$ cat src/rtl/seq_pkg.sv
// Shared definitions for the multi-cycle instruction sequencer: FSM states,
// instruction field positions and write-select codes.
package seq_pkg;

    typedef enum logic [1:0] {
        ST_IDLE  = 2'd0,
        ST_FETCH = 2'd1,
        ST_EXEC  = 2'd2,
        ST_WB    = 2'd3
    } seq_state_e;

    localparam int BIT_JMP  = 31;
    localparam int BIT_BR   = 30;
    localparam int WSEL_HI  = 29;
    localparam int WSEL_LO  = 28;
    localparam int ALUOP_HI = 27;
    localparam int ALUOP_LO = 23;
    localparam int RA1_HI   = 22;
    localparam int RA1_LO   = 18;
    localparam int RA2_HI   = 17;
    localparam int RA2_LO   = 13;
    localparam int CONST_HI = 12;
    localparam int CONST_LO = 5;
    localparam int WA_HI    = 4;
    localparam int WA_LO    = 0;

    typedef enum logic [1:0] {
        WSEL_NONE  = 2'b00,
        WSEL_RSVD  = 2'b01,
        WSEL_ALU   = 2'b10,
        WSEL_CONST = 2'b11
    } wsel_e;

endpackage

$ cat src/rtl/seq_decode.sv
// Combinational decode of the latched instruction's control bits into
// write-enable, write-data select, reserved-code detect and branch decision.
module seq_decode
    import seq_pkg::*;
(
    input  logic [BIT_JMP:WSEL_LO] ir_ctrl,
    input  logic                   flag_q,
    output logic                   wr_en,
    output logic                   wd_sel,
    output logic                   illegal_op,
    output logic                   take_branch
);

    wsel_e wsel;

    assign wsel        = wsel_e'(ir_ctrl[WSEL_HI:WSEL_LO]);
    assign wr_en       = (wsel == WSEL_ALU) || (wsel == WSEL_CONST);
    assign wd_sel      = ir_ctrl[WSEL_LO];
    assign illegal_op  = (wsel == WSEL_RSVD);
    // An unconditional jump wins even when the branch bit is also set.
    assign take_branch = ir_ctrl[BIT_JMP] | (ir_ctrl[BIT_BR] & flag_q);

endmodule

$ cat src/rtl/instr_sequencer.sv
// FETCH/EXEC/WB control unit owning the PC, instruction register and retire
// counter. Optional single-step input is enabled by defining SEQ_STEP_EN.
module instr_sequencer
    import seq_pkg::*;
#(
    parameter int PC_W    = 8,
    parameter int INSTR_W = 32,
    parameter int CNT_W   = 16
) (
    input  logic               clk,
    input  logic               rst,
    input  logic               start,
`ifdef SEQ_STEP_EN
    input  logic               step,
`endif
    input  logic               halt_req,
    input  logic [INSTR_W-1:0] instr,
    input  logic               alu_flag,
    output logic [PC_W-1:0]    pc,
    output logic [INSTR_W-1:0] ir,
    output logic               rf_we,
    output logic               wd_sel,
    output logic               busy,
    output logic               halted,
    output logic               illegal,
    output logic [CNT_W-1:0]   retired
);

    seq_state_e         state_q, state_d;
    logic [PC_W-1:0]    pc_q, pc_d;
    logic [INSTR_W-1:0] ir_q, ir_d;
    logic               flag_q, flag_d;
    logic               halted_q, halted_d;
    logic               illegal_q, illegal_d;
    logic [CNT_W-1:0]   retired_q, retired_d;
    logic               step_run_q, step_run_d;

    logic               dec_wr_en, dec_wd_sel, dec_illegal, dec_take;
    logic               stop_after_wb;
    logic [PC_W-1:0]    br_off;

    seq_decode u_decode (
        .ir_ctrl     (ir_q[BIT_JMP:WSEL_LO]),
        .flag_q      (flag_q),
        .wr_en       (dec_wr_en),
        .wd_sel      (dec_wd_sel),
        .illegal_op  (dec_illegal),
        .take_branch (dec_take)
    );

    // Offset is unsigned; the PC wraps modulo 2**PC_W.
    assign br_off = PC_W'(ir_q[CONST_HI:CONST_LO]);

`ifdef SEQ_STEP_EN
    assign stop_after_wb = halt_req | step_run_q;
`else
    assign stop_after_wb = halt_req;
`endif

    always_comb begin
        state_d    = state_q;
        pc_d       = pc_q;
        ir_d       = ir_q;
        flag_d     = flag_q;
        halted_d   = halted_q;
        illegal_d  = illegal_q;
        retired_d  = retired_q;
        step_run_d = step_run_q;
        rf_we      = 1'b0;
        wd_sel     = 1'b0;

        case (state_q)
            ST_IDLE: begin
                if (start) begin
                    state_d    = ST_FETCH;
                    halted_d   = 1'b0;
                    step_run_d = 1'b0;
                end
`ifdef SEQ_STEP_EN
                else if (step) begin
                    state_d    = ST_FETCH;
                    halted_d   = 1'b0;
                    step_run_d = 1'b1;
                end
`endif
            end
            ST_FETCH: begin
                ir_d    = instr;
                state_d = ST_EXEC;
            end
            ST_EXEC: begin
                flag_d  = alu_flag;
                state_d = ST_WB;
            end
            ST_WB: begin
                rf_we     = dec_wr_en;
                wd_sel    = dec_wd_sel;
                illegal_d = illegal_q | dec_illegal;
                pc_d      = dec_take ? (pc_q + br_off) : (pc_q + PC_W'(1));
                retired_d = retired_q + CNT_W'(1);
                if (stop_after_wb) begin
                    state_d  = ST_IDLE;
                    halted_d = 1'b1;
                end else begin
                    state_d = ST_FETCH;
                end
            end
            default: state_d = ST_IDLE;
        endcase
    end

    always_ff @(posedge clk or posedge rst) begin
        if (rst) begin
            state_q    <= ST_IDLE;
            pc_q       <= '0;
            ir_q       <= '0;
            flag_q     <= 1'b0;
            halted_q   <= 1'b0;
            illegal_q  <= 1'b0;
            retired_q  <= '0;
            step_run_q <= 1'b0;
        end else begin
            state_q    <= state_d;
            pc_q       <= pc_d;
            ir_q       <= ir_d;
            flag_q     <= flag_d;
            halted_q   <= halted_d;
            illegal_q  <= illegal_d;
            retired_q  <= retired_d;
            step_run_q <= step_run_d;
        end
    end

    assign pc      = pc_q;
    assign ir      = ir_q;
    assign busy    = (state_q != ST_IDLE);
    assign halted  = halted_q;
    assign illegal = illegal_q;
    assign retired = retired_q;

endmodule

$ cat config.mk
export PLATFORM = sky130hd
export DESIGN_NAME = instr_sequencer
export DESIGN_NICKNAME = d
export VERILOG_FILES = /design/src/rtl/seq_pkg.sv /design/src/rtl/seq_decode.sv /design/src/rtl/instr_sequencer.sv
export SDC_FILE = /design/constraint.sdc
export NUM_CORES = 1
export LEC_CHECK = 0
export BUFFER_PORTS_ARGS = -buffer_cell sky130_fd_sc_hd__buf_2
export CORE_ASPECT_RATIO = 2
export CORE_MARGIN = 2
export CORE_UTILIZATION = 28
export DETAILED_ROUTE_END_ITERATION = 10
export HOLD_SLACK_MARGIN = 0.02
export PLACE_DENSITY_LB_ADDON = 0.12
export SYNTH_ARGS = -nofsm -noshare
export SYNTH_HDL_FRONTEND = slang
export SYNTH_SLANG_ARGS = --single-unit
$ cat constraint.sdc
create_clock -name clk -period 2.7 [get_ports clk]
set_input_delay 0.54 -clock clk [delete_from_list [all_inputs] [get_ports clk]]
set_output_delay 0.54 -clock clk [all_outputs]
set_load 0.02 [all_outputs]
==> flow_summary_export.csv, run 1 <==
group,metric,value,unit
status,outcome,"finished clean",
timing,fin_crit,2.43,ns
cts,cts_buffer_depth,2,
synthesis,synth_nets,280,
placed_design,dp_cells,455,
detailed_routing,drtPass1Iterations,4,
timing,worst_hold_slack,0.133,ns
synthesis,syn_area_per_cell,12.2,um2
synthesis,postSynthCellCount,229,
cells_and_area,nNetsFinal,385,
cells_and_area,syn_to_final_growth,35.8,%
min_path,hold_path_class,"in2async",
timing,fin_setup_tns,0,ns
detailed_routing,routedWlPerCell,14.6,um
critical_path,critPathMaxFanout,4,
global_routing,grt_pass1_vias,2331,
global_routing,grt_overflow,0,
floorplanning,start_util,28.8,%
critical_path,crit_path_end_kind,"flip-flop",
global_routing,grt_use_total,14.3,%
global_routing,grt_antenna_before_repair,0,
timing,fmax,0.412,GHz
placed_design,numPortBuffers,97,
cells_and_area,nFillCells,1023,
critical_path,critical_path.startpoint_type,"flip-flop",
synthesis,synth_area_leaders,"dfrtp_1, mux2_2, ha_1",
critical_path,cpPeakStageDelay,0.40,ns
cells_and_area,fin_util,39.1,%
cts,cts_buffers,9,
cts,ctsHoldBuffers,0,
critical_path,slowest_stage,"fa_1",
cts,cts_tree,"yes",
placed_design,place.gp.congestion,0.729,
power,ir_drop,501,uV
cts,cts_root_buf,"clkbuf_16",
timing,min_period_over_period,89.9,%
floorplanning,die_area,10800,um2
synthesis,synth_top_area_cell,"dfrtp_1",
cts,cts_setup_buffers,0,
synthesis,synth_edf_count,0,
timing,setup_slack,0.272,ns
cells_and_area,layout_commonest_cell,"buf_2",
synthesis,synth-seq-cells,61,
cells_and_area,mostFrequentLayoutCells,"buf_2, dfrtp_1, mux2_2, nand2_1, xnor2_1",
timing,tightest_slew,0.434,ns
synthesis,async_flop_share,100,%
cts,cts_resized,0,
floorplanning,die_y,145,um
cts,cts_max_level,3,
detailed_routing,drc,0,
detailed_routing,vias_per_cell,4.52,
critical_path,criticalPathCategory,"reg2reg",
global_routing,grt_max_degree,53,
detailed_routing,wl,6.87,mm
detailed_routing,vias,2130,
critical_path,crit_arrival,2.63,ns
power,total_power,5.37,mW
synthesis,synth_cell_type_count,36,
floorplanning,pin_count,98,
cells_and_area,final_cell_count_no_fill,471,
synthesis,yosysSeqAreaShare,54.6,%
timing,hold_viol_final,0,
placed_design,place_ws,0.281,ns
detailed_routing,drt-initial-drc-count,101,
cts,clkTransAtPathRegs,0.05,ns
job,maxCapViolCount,0,
global_routing,grt_first_pass_wirelength,11.6,mm
floorplanning,fp.dieW,74.6,um
critical_path,crit_path_cell_trace,"a21oi_1, or2_2, ha_1, inv_1, fa_1, nor2b_1, o21ai_2, a21boi_0, or4_1, nand3_1",
cells_and_area,num_antenna_cells,0,
detailed_routing,ant_nets,0,
floorplanning,rows,51,
timing,final.setup_skew,0.00729,ns
timing,rsz0062_at_grt,"no",
cells_and_area,postLayoutCellArea,3790,um2
cells_and_area,final-seq-area,1530,um2
critical_path,worstPathRequired,2.90,ns
placed_design,place_hpwl,5.18,mm
synthesis,yosys_warnings,0,
floorplanning,core,9700,um2
cells_and_area,drive_above_1_share,45.4,%
timing,slew_viol_final,0,
cells_and_area,multiInputGateArea,1180,um2
timing,maxSlewHeadroom,71.1,%
synthesis,synth.top_cell.area_share,54.6,%
power,power_density,1420,nW/um2
cts,clkSinkCount,61,
placed_design,placed_area,3450,um2
timing,setup_viol,0,
synthesis,synth_ff_type,"dfrtp_1",
power,leakagePower,1.88,nW
synthesis,syn-cell-area,2790,um2
cts,clk_latency,0.33,ns
-- worst paths after layout --
kind	startpoint	to	slack, ns	cells past startpoint
max in group asynchronous	rst	pc[1]	2.01	3
min	rst	retired[0]	0.13	2
max reg2reg	flag_q	pc[6]	0.27	10
min reg2reg	illegal	illegal	0.46	1
max	flag_q	pc[6]	0.27	10
min in group clk	instr[12]	ir[12]	0.42	3
-- worst max-delay path, delay by kind of cell (launching register included) --
family | cells | cell delay [ns]
AO/OA/AOI/OAI | 3 | 0.71
adder cells (fa/ha/maj) | 2 | 0.59
buffers and inverters | 1 | 0.07
flip-flops | 1 | 0.37
AND/OR/NAND/NOR | 4 | 0.55
-- power by group --
| part | switching (mW) | internal, mW |
|---|---|---|
| clock | 0.402 | 0.925 |
| sequential | 0.283 | 1.31 |
| combinational | 1.40 | 1.05 |
| total | 2.08 | 3.29 |
-- registers in the layout (all words and copies together) (netlist names) --
register	flops
halted	1
state_q	2
retired	16
flag_q	1
illegal	1
pc	8
ir	32
-- Yosys cell counts, drive strengths merged (3+ instances only) --
| library cell | count |
|---|---|
| dfrtp | 61 |
| mux2 | 35 |
| nand2 | 16 |
| xnor2 | 14 |
| ha | 13 |
| inv | 13 |
| o21ai | 11 |
| nor2 | 7 |
| nor2b | 6 |
| a21oi | 5 |
| and3 | 5 |
| a21o | 4 |
| buf | 4 |
| nand3 | 4 |
| xor2 | 4 |
| a31oi | 3 |
| clkbuf | 3 |
| nand4 | 3 |
| nor3 | 3 |
-- layer usage --
| layer | global-route usage, % | up-vias | wire [um] |
|---|---|---|---|
| met5 | 0 | - | 0 |
| met4 | 6.79 | 0 | 195 |
| met3 | 4.86 | 13 | 385 |
| met2 | 25.4 | 70 | 3890 |
| met1 | 14.2 | 1045 | 2410 |
| li1 | - | 1002 | - |
-- kinds of logic after synthesis --
logic type      Yosys count  synth area share [%]
xor+xnor                 18                  5.64
fa+ha+maj                14                  6.54
flops                    61                  54.6
buf+inv                  20                  3.00
mux                      35                  14.1
compound gates           30                  6.90
simple gates             51                  9.18
-- final cells by class --
| class | count | area share, % |
|---|---|---|
| inverter | 13 | 1.29 |
| tap | 132 | 4.35 |
| sequential | 61 | 40.2 |
| multi-input combinational | 148 | 31.2 |
| clock buffer | 12 | 6.50 |
| timing repair buffer | 101 | 13.9 |
| clock inverter | 4 | 2.51 |
Note: power is estimated with default switching activity, not from simulation.
==> run 2, diff against run 1 <==
--- a/config.mk
+++ b/config.mk
@@ -5,6 +5,7 @@
 export SDC_FILE = /design/constraint.sdc
 export NUM_CORES = 1
 export LEC_CHECK = 0
+export ABC_AREA = 1
 export BUFFER_PORTS_ARGS = -buffer_cell sky130_fd_sc_hd__buf_2
 export CORE_ASPECT_RATIO = 2
 export CORE_MARGIN = 2
==> flow_summary_export.csv, run 2 <==
group,metric,value,unit
detailed_routing,routedWlPerCell,14.1,um
cts,cts_buffer_depth,2,
synthesis,syn-cell-area,2950,um2
cells_and_area,postLayoutCellArea,3880,um2
floorplanning,die_y,149,um
global_routing,grt_antenna_before_repair,0,
synthesis,synth_edf_count,0,
detailed_routing,wl,7.77,mm
timing,fin_crit,2.05,ns
detailed_routing,vias_per_cell,4.29,
timing,min_period_over_period,76.1,%
global_routing,grt_use_total,14.5,%
synthesis,synth_cell_type_count,23,
synthesis,post-synth-top-count-cell,"nand2_1",
cts,cts_max_level,3,
synthesis,synth_top_area_cell,"dfrtp_1",
cts,cts_buffers,9,
cells_and_area,nFillCells,1096,
critical_path,worstPathRequired,2.16,ns
floorplanning,die_area,11400,um2
cells_and_area,fin_util,37.3,%
cts,cts_root_buf,"clkbuf_16",
detailed_routing,drc,0,
cts,clkTransAtPathRegs,0.05,ns
critical_path,critical_path.startpoint_type,"flip-flop",
placed_design,placed_area,3610,um2
placed_design,numPortBuffers,97,
floorplanning,start_util,28.3,%
timing,slew_viol_final,0,
cells_and_area,syn_to_final_growth,31.7,%
timing,fmax,0.487,GHz
global_routing,grt_overflow,0,
critical_path,crit_buf_inv,2,
synthesis,async_flop_share,100,%
synthesis,yosysSeqAreaShare,51.8,%
global_routing,grtUsageMet2,28.7,%
critical_path,critPathMaxFanout,8,
critical_path,slowest_stage,"dfrtp_1",
global_routing,grt_use_met3,2.78,%
cells_and_area,largest_reg_flops,32,
placed_design,place_hpwl,5.99,mm
synthesis,postSynthCellCount,307,
synthesis,synth.top_cell.area_share,51.8,%
floorplanning,rows,53,
critical_path,crit_arrival,1.51,ns
detailed_routing,ant_nets,0,
critical_path,crit_start,"state_q[0]",
critical_path,cpPeakStageDelay,0.42,ns
timing,fin_setup_tns,0,ns
cells_and_area,num_antenna_cells,0,
global_routing,use_met1,13.7,%
synthesis,synth-seq-cells,61,
critical_path,timing.rr.start,"ir[30]",
power,leakagePower,2.06,nW
timing,final.setup_skew,0.00432,ns
power,power_density,1280,nW/um2
cts,cts_resized,0,
timing,setup_viol,0,
status,outcome,"finished clean",
critical_path,crit_path_end_kind,"output port",
power,ir_drop,488,uV
synthesis,synth_nets,358,
detailed_routing,drt-initial-drc-count,120,
synthesis,synth_area_leaders,"dfrtp_1, nand2_1, mux2_2",
placed_design,place.gp.congestion,0.735,
cts,clkSinkCount,61,
cts,ctsHoldBuffers,0,
global_routing,grt_busiest_layer,"met2",
cts,cts_tree,"yes",
synthesis,syn_area_per_cell,9.59,um2
critical_path,crit_path_cell_trace,"ha_1, nand2_1, inv_1, buf_2",
global_routing,grt_first_pass_wirelength,12.5,mm
global_routing,grt_pass1_vias,2532,
global_routing,grt_max_degree,35,
critical_path,criticalPathCategory,"reg2out",
detailed_routing,vias,2366,
synthesis,synth_common_cells,"nand2_1, dfrtp_1, inv_1",
cells_and_area,layout_commonest_cell,"buf_2",
cells_and_area,mostFrequentLayoutCells,"buf_2, nand2_1, dfrtp_1, inv_1, mux2_2",
floorplanning,pin_count,98,
detailed_routing,drtPass1Iterations,4,
timing,maxSlewHeadroom,45.6,%
job,maxCapViolCount,0,
min_path,hold_path_class,"in2async",
cells_and_area,drive_above_1_share,36.4,%
critical_path,crit_family,"flip-flops",
synthesis,yosys_warnings,0,
floorplanning,fp.dieW,76.5,um
cts,cts_setup_buffers,0,
timing,tightest_slew,0.816,ns
cells_and_area,nNetsFinal,463,
timing,rsz0062_at_grt,"no",
floorplanning,core,10400,um2
synthesis,synth_ff_type,"dfrtp_1",
timing,hold_viol_final,0,
cts,clk_latency,0.33,ns
## run 2: cell count changes after synthesis, sizes merged, moves of 4 or more
cell / previous run / this run
o21ai: 11 / 15
a21o: 4 / 0
nand2: 16 / 78
nor2b: 6 / 0
nor2: 7 / 22
xnor2: 14 / 5
and3: 5 / 0
xor2: 4 / 8
nand3b: 0 / 4
inv: 13 / 41
nand3: 4 / 16
mux2: 35 / 25
## run 2: worst paths after layout
kind	endpoint	slack [ns]	cells past startpoint
min in group clk	ir[9]	0.42	3
max in group asynchronous	ir[20]	1.89	3
hold reg to reg	illegal	0.49	1
setup reg to reg	pc[6]	0.70	14
hold / removal	ir[3]	0.24	2
setup / recovery	wd_sel	0.65	4
## run 2: routing by layer
| metal | part of all wire [%] | routed length (um) | vias up |
|---|---|---|---|
| met4 | 2.3 | 178 | 0 |
| met3 | 3.3 | 258 | 11 |
| li1 | - | - | 1182 |
| met1 | 35 | 2710 | 1119 |
| met5 | 0 | 0 | - |
| met2 | 60 | 4620 | 54 |
## run 2: per-stage QoR
stage                     instances  hold WS (ns)  total power, mW  setup WS (ns)
after floorplan                 307         0.481             3.20          0.647
after global placement          538         0.461             3.94          0.710
after detailed placement        538         0.465             3.98          0.655
after CTS                       552         0.256             5.07          0.595
after global routing            552         0.284             5.38          0.444
final                           552         0.239             4.96          0.646
## run 2: area by class of cell
class	instances	area (um2)	area share, %
Clock buffer	12	256	6.61
Clock inverter	2	10.0	0.258
Inverter	41	154	3.97
Multi-Input combinational cell	198	1230	31.8
Sequential cell	61	1530	39.4
Tap cell	137	171	4.42
Timing Repair Buffer	101	528	13.6
## run 2: kinds of logic (layout without fill, tap and decap cells)
kind of cell / after synthesis / count (layout) / synth area share (%)
muxes: 25 / 25 / 9.56
and+or+nand+nor: 127 / 127 / 18.8
adders and majority gates: 14 / 14 / 6.20
AOI/OAI and AO/OA: 19 / 19 / 3.31
xor gates and xnor gates: 13 / 13 / 3.87
DFF: 61 / 61 / 51.8
buffers and inverters: 48 / 156 / 6.41
## run 2: where the power goes
group	leakage [nW]	internal (mW)	switching, mW
Sequential	0.752	1.30	0.273
Combinational	1.18	0.907	1.42
Clock	0.134	0.657	0.398
Total	2.06	2.87	2.09
==> run 3, diff against run 2 <==
==> constraint.sdc (replaced) <==
create_clock -name clk -period 1.7 [get_ports clk]
set_input_delay 0.34 -clock clk [delete_from_list [all_inputs] [get_ports clk]]
set_output_delay 0.34 -clock clk [all_outputs]
set_load 0.02 [all_outputs]
==> flow_summary_export.csv, run 3 (same netlist as run 2, synthesis figures left out) <==
group,metric,value,unit
floorplanning,fp.dieW,76.5,um
timing,slew_viol_final,0,
timing,tightest_slew,0.430,ns
critical_path,timing.rr.start,"ir[30]",
global_routing,grt_max_degree,41,
global_routing,grt_antenna_before_repair,0,
power,leakagePower,2.14,nW
detailed_routing,vias_per_cell,4.26,
job,maxCapViolCount,0,
min_path,hold_path_class,"in2async",
cells_and_area,mostFrequentLayoutCells,"buf_2, nand2_1, dfrtp_1, inv_1, mux2_2",
timing,maxSlewHeadroom,71.3,%
cells_and_area,postLayoutCellArea,4070,um2
cells_and_area,largest_reg_flops,32,
floorplanning,die_y,149,um
detailed_routing,wl,7.44,mm
placed_design,place.gp.congestion,0.771,
power,ir_drop,879,uV
cells_and_area,nNetsFinal,476,
critical_path,rr_endpoint,"pc[6]",
placed_design,numPortBuffers,97,
cts,cts_tree,"yes",
power,p_switching,3.46,mW
cts,clkTransAtPathRegs,0.05,ns
detailed_routing,routedWlPerCell,13.1,um
cells_and_area,fin_util,39.1,%
placed_design,place_hpwl,5.63,mm
global_routing,grt_overflow,0,
placed_design,place_ws,-0.113,ns
power,power_density,2080,nW/um2
floorplanning,pin_count,98,
timing,setup_viol,6,
detailed_routing,drc,0,
timing,fmax,0.569,GHz
timing,rsz0062_at_grt,"yes",
detailed_routing,ant_nets,0,
critical_path,r2r_cells,14,
status,outcome,"finished, violations left",
cts,clk_latency,0.32,ns
power,p_comb_share,49.9,%
timing,final.setup_skew,0.00663,ns
critical_path,worstPathRequired,1.36,ns
cells_and_area,layout_commonest_cell,"buf_2",
cts,cts_max_level,3,
timing,hold_viol_final,0,
timing,fin_crit,1.76,ns
critical_path,critical_path.startpoint_type,"flip-flop",
cts,cts_root_buf,"clkbuf_16",
power,p_seq_share,29.5,%
power,swShare,40.9,%
cells_and_area,drive_above_1_share,42.4,%
power,p_int,5.01,mW
critical_path,r2r_setup_slack,-0.05,ns
timing,worst_hold_slack,0.116,ns
timing,fin_setup_tns,-0.185,ns
detailed_routing,drt-initial-drc-count,85,
timing,min_period_over_period,103,%
detailed_routing,drtPass1Iterations,4,
cells_and_area,final-seq-area,1530,um2
critical_path,critPathMaxFanout,6,
status,violations,"negative setup slack",
power,clockPowerShare,20.6,%
cells_and_area,num_antenna_cells,0,
detailed_routing,vias,2410,
critical_path,crit_arrival,1.42,ns
critical_path,criticalPathCategory,"reg2out",
floorplanning,core,10400,um2
placed_design,placed_area,3700,um2
cts,cts_buffers,9,
global_routing,grt_pass1_vias,2558,
cells_and_area,nFillCells,1113,
cells_and_area,syn_to_final_growth,38.3,%
cells_and_area,multiInputGateArea,1300,um2
cts,clkSinkCount,61,
critical_path,crit_path_end_kind,"output port",
floorplanning,start_util,28.3,%
floorplanning,die_area,11400,um2
cts,cts_buffer_depth,2,
floorplanning,rows,53,
global_routing,grt_first_pass_wirelength,12.2,mm
global_routing,grt_use_total,13.9,%
timing,setup_slack,-0.0574,ns
run 3: power by group through the flow:
stage,sequential (mW),combinational (mW),clock [mW]
finish,2.50,4.23,1.75
global route,2.59,4.68,1.87
CTS,2.51,4.22,1.82
detailed placement,2.51,4.06,0
global placement,2.49,4.02,0
floorplan,3.13,1.98,0
run 3: per-layer routing:
metal | wire length [um] | global-route usage (%) | vias up
li1 | - | - | 1205
met1 | 2700 | 13.2 | 1149
met2 | 4380 | 27.3 | 48
met3 | 212 | 2.78 | 8
met4 | 146 | 7.09 | 0
met5 | 0 | 0 | -
run 3: how the worst max path moves through the flow:
stage,start,endpoint,depth (start not counted)
5_1_grt,ir[30],pc[6],14
3_3_place_gp,ir[30],pc[6],14
4_1_cts,ir[30],pc[6],14
6_report,state_q[0],wd_sel,5
2_1_floorplan,ir[30],pc[6],14
3_5_place_dp,ir[30],pc[4],12
run 3: area by class of cell:
cell class / count / share of cell area [%]
Clock buffer: 14 / 6.97
Clock inverter: 1 / 0.123
Inverter: 41 / 3.93
Multi-Input combinational cell: 198 / 31.9
Sequential cell: 61 / 37.5
Tap cell: 137 / 4.21
Timing Repair Buffer: 114 / 15.4
run 3: critical path, stage by stage (launching register included):
cell and delay (ns):
dfrtp_1 0.47, ha_4 0.22, buf_4 0.14, nand2_1 0.07
inv_1 0.05, buf_2 0.15
run 3: timing repair:
item	CTS	global route
pin swaps	5	3
gates resized for setup	16	2
setup buffers	1	2
endpoints found under the setup margin	7	10
hold buffers	0	0
hold endpoints to repair	0	0
run 3: through the flow:
stage / power (mW) / cells
6_report: 8.47 / 566
5_1_grt: 9.14 / 566
4_1_cts: 8.55 / 564
3_5_place_dp: 6.57 / 548
3_3_place_gp: 6.52 / 548
2_1_floorplan: 5.11 / 307
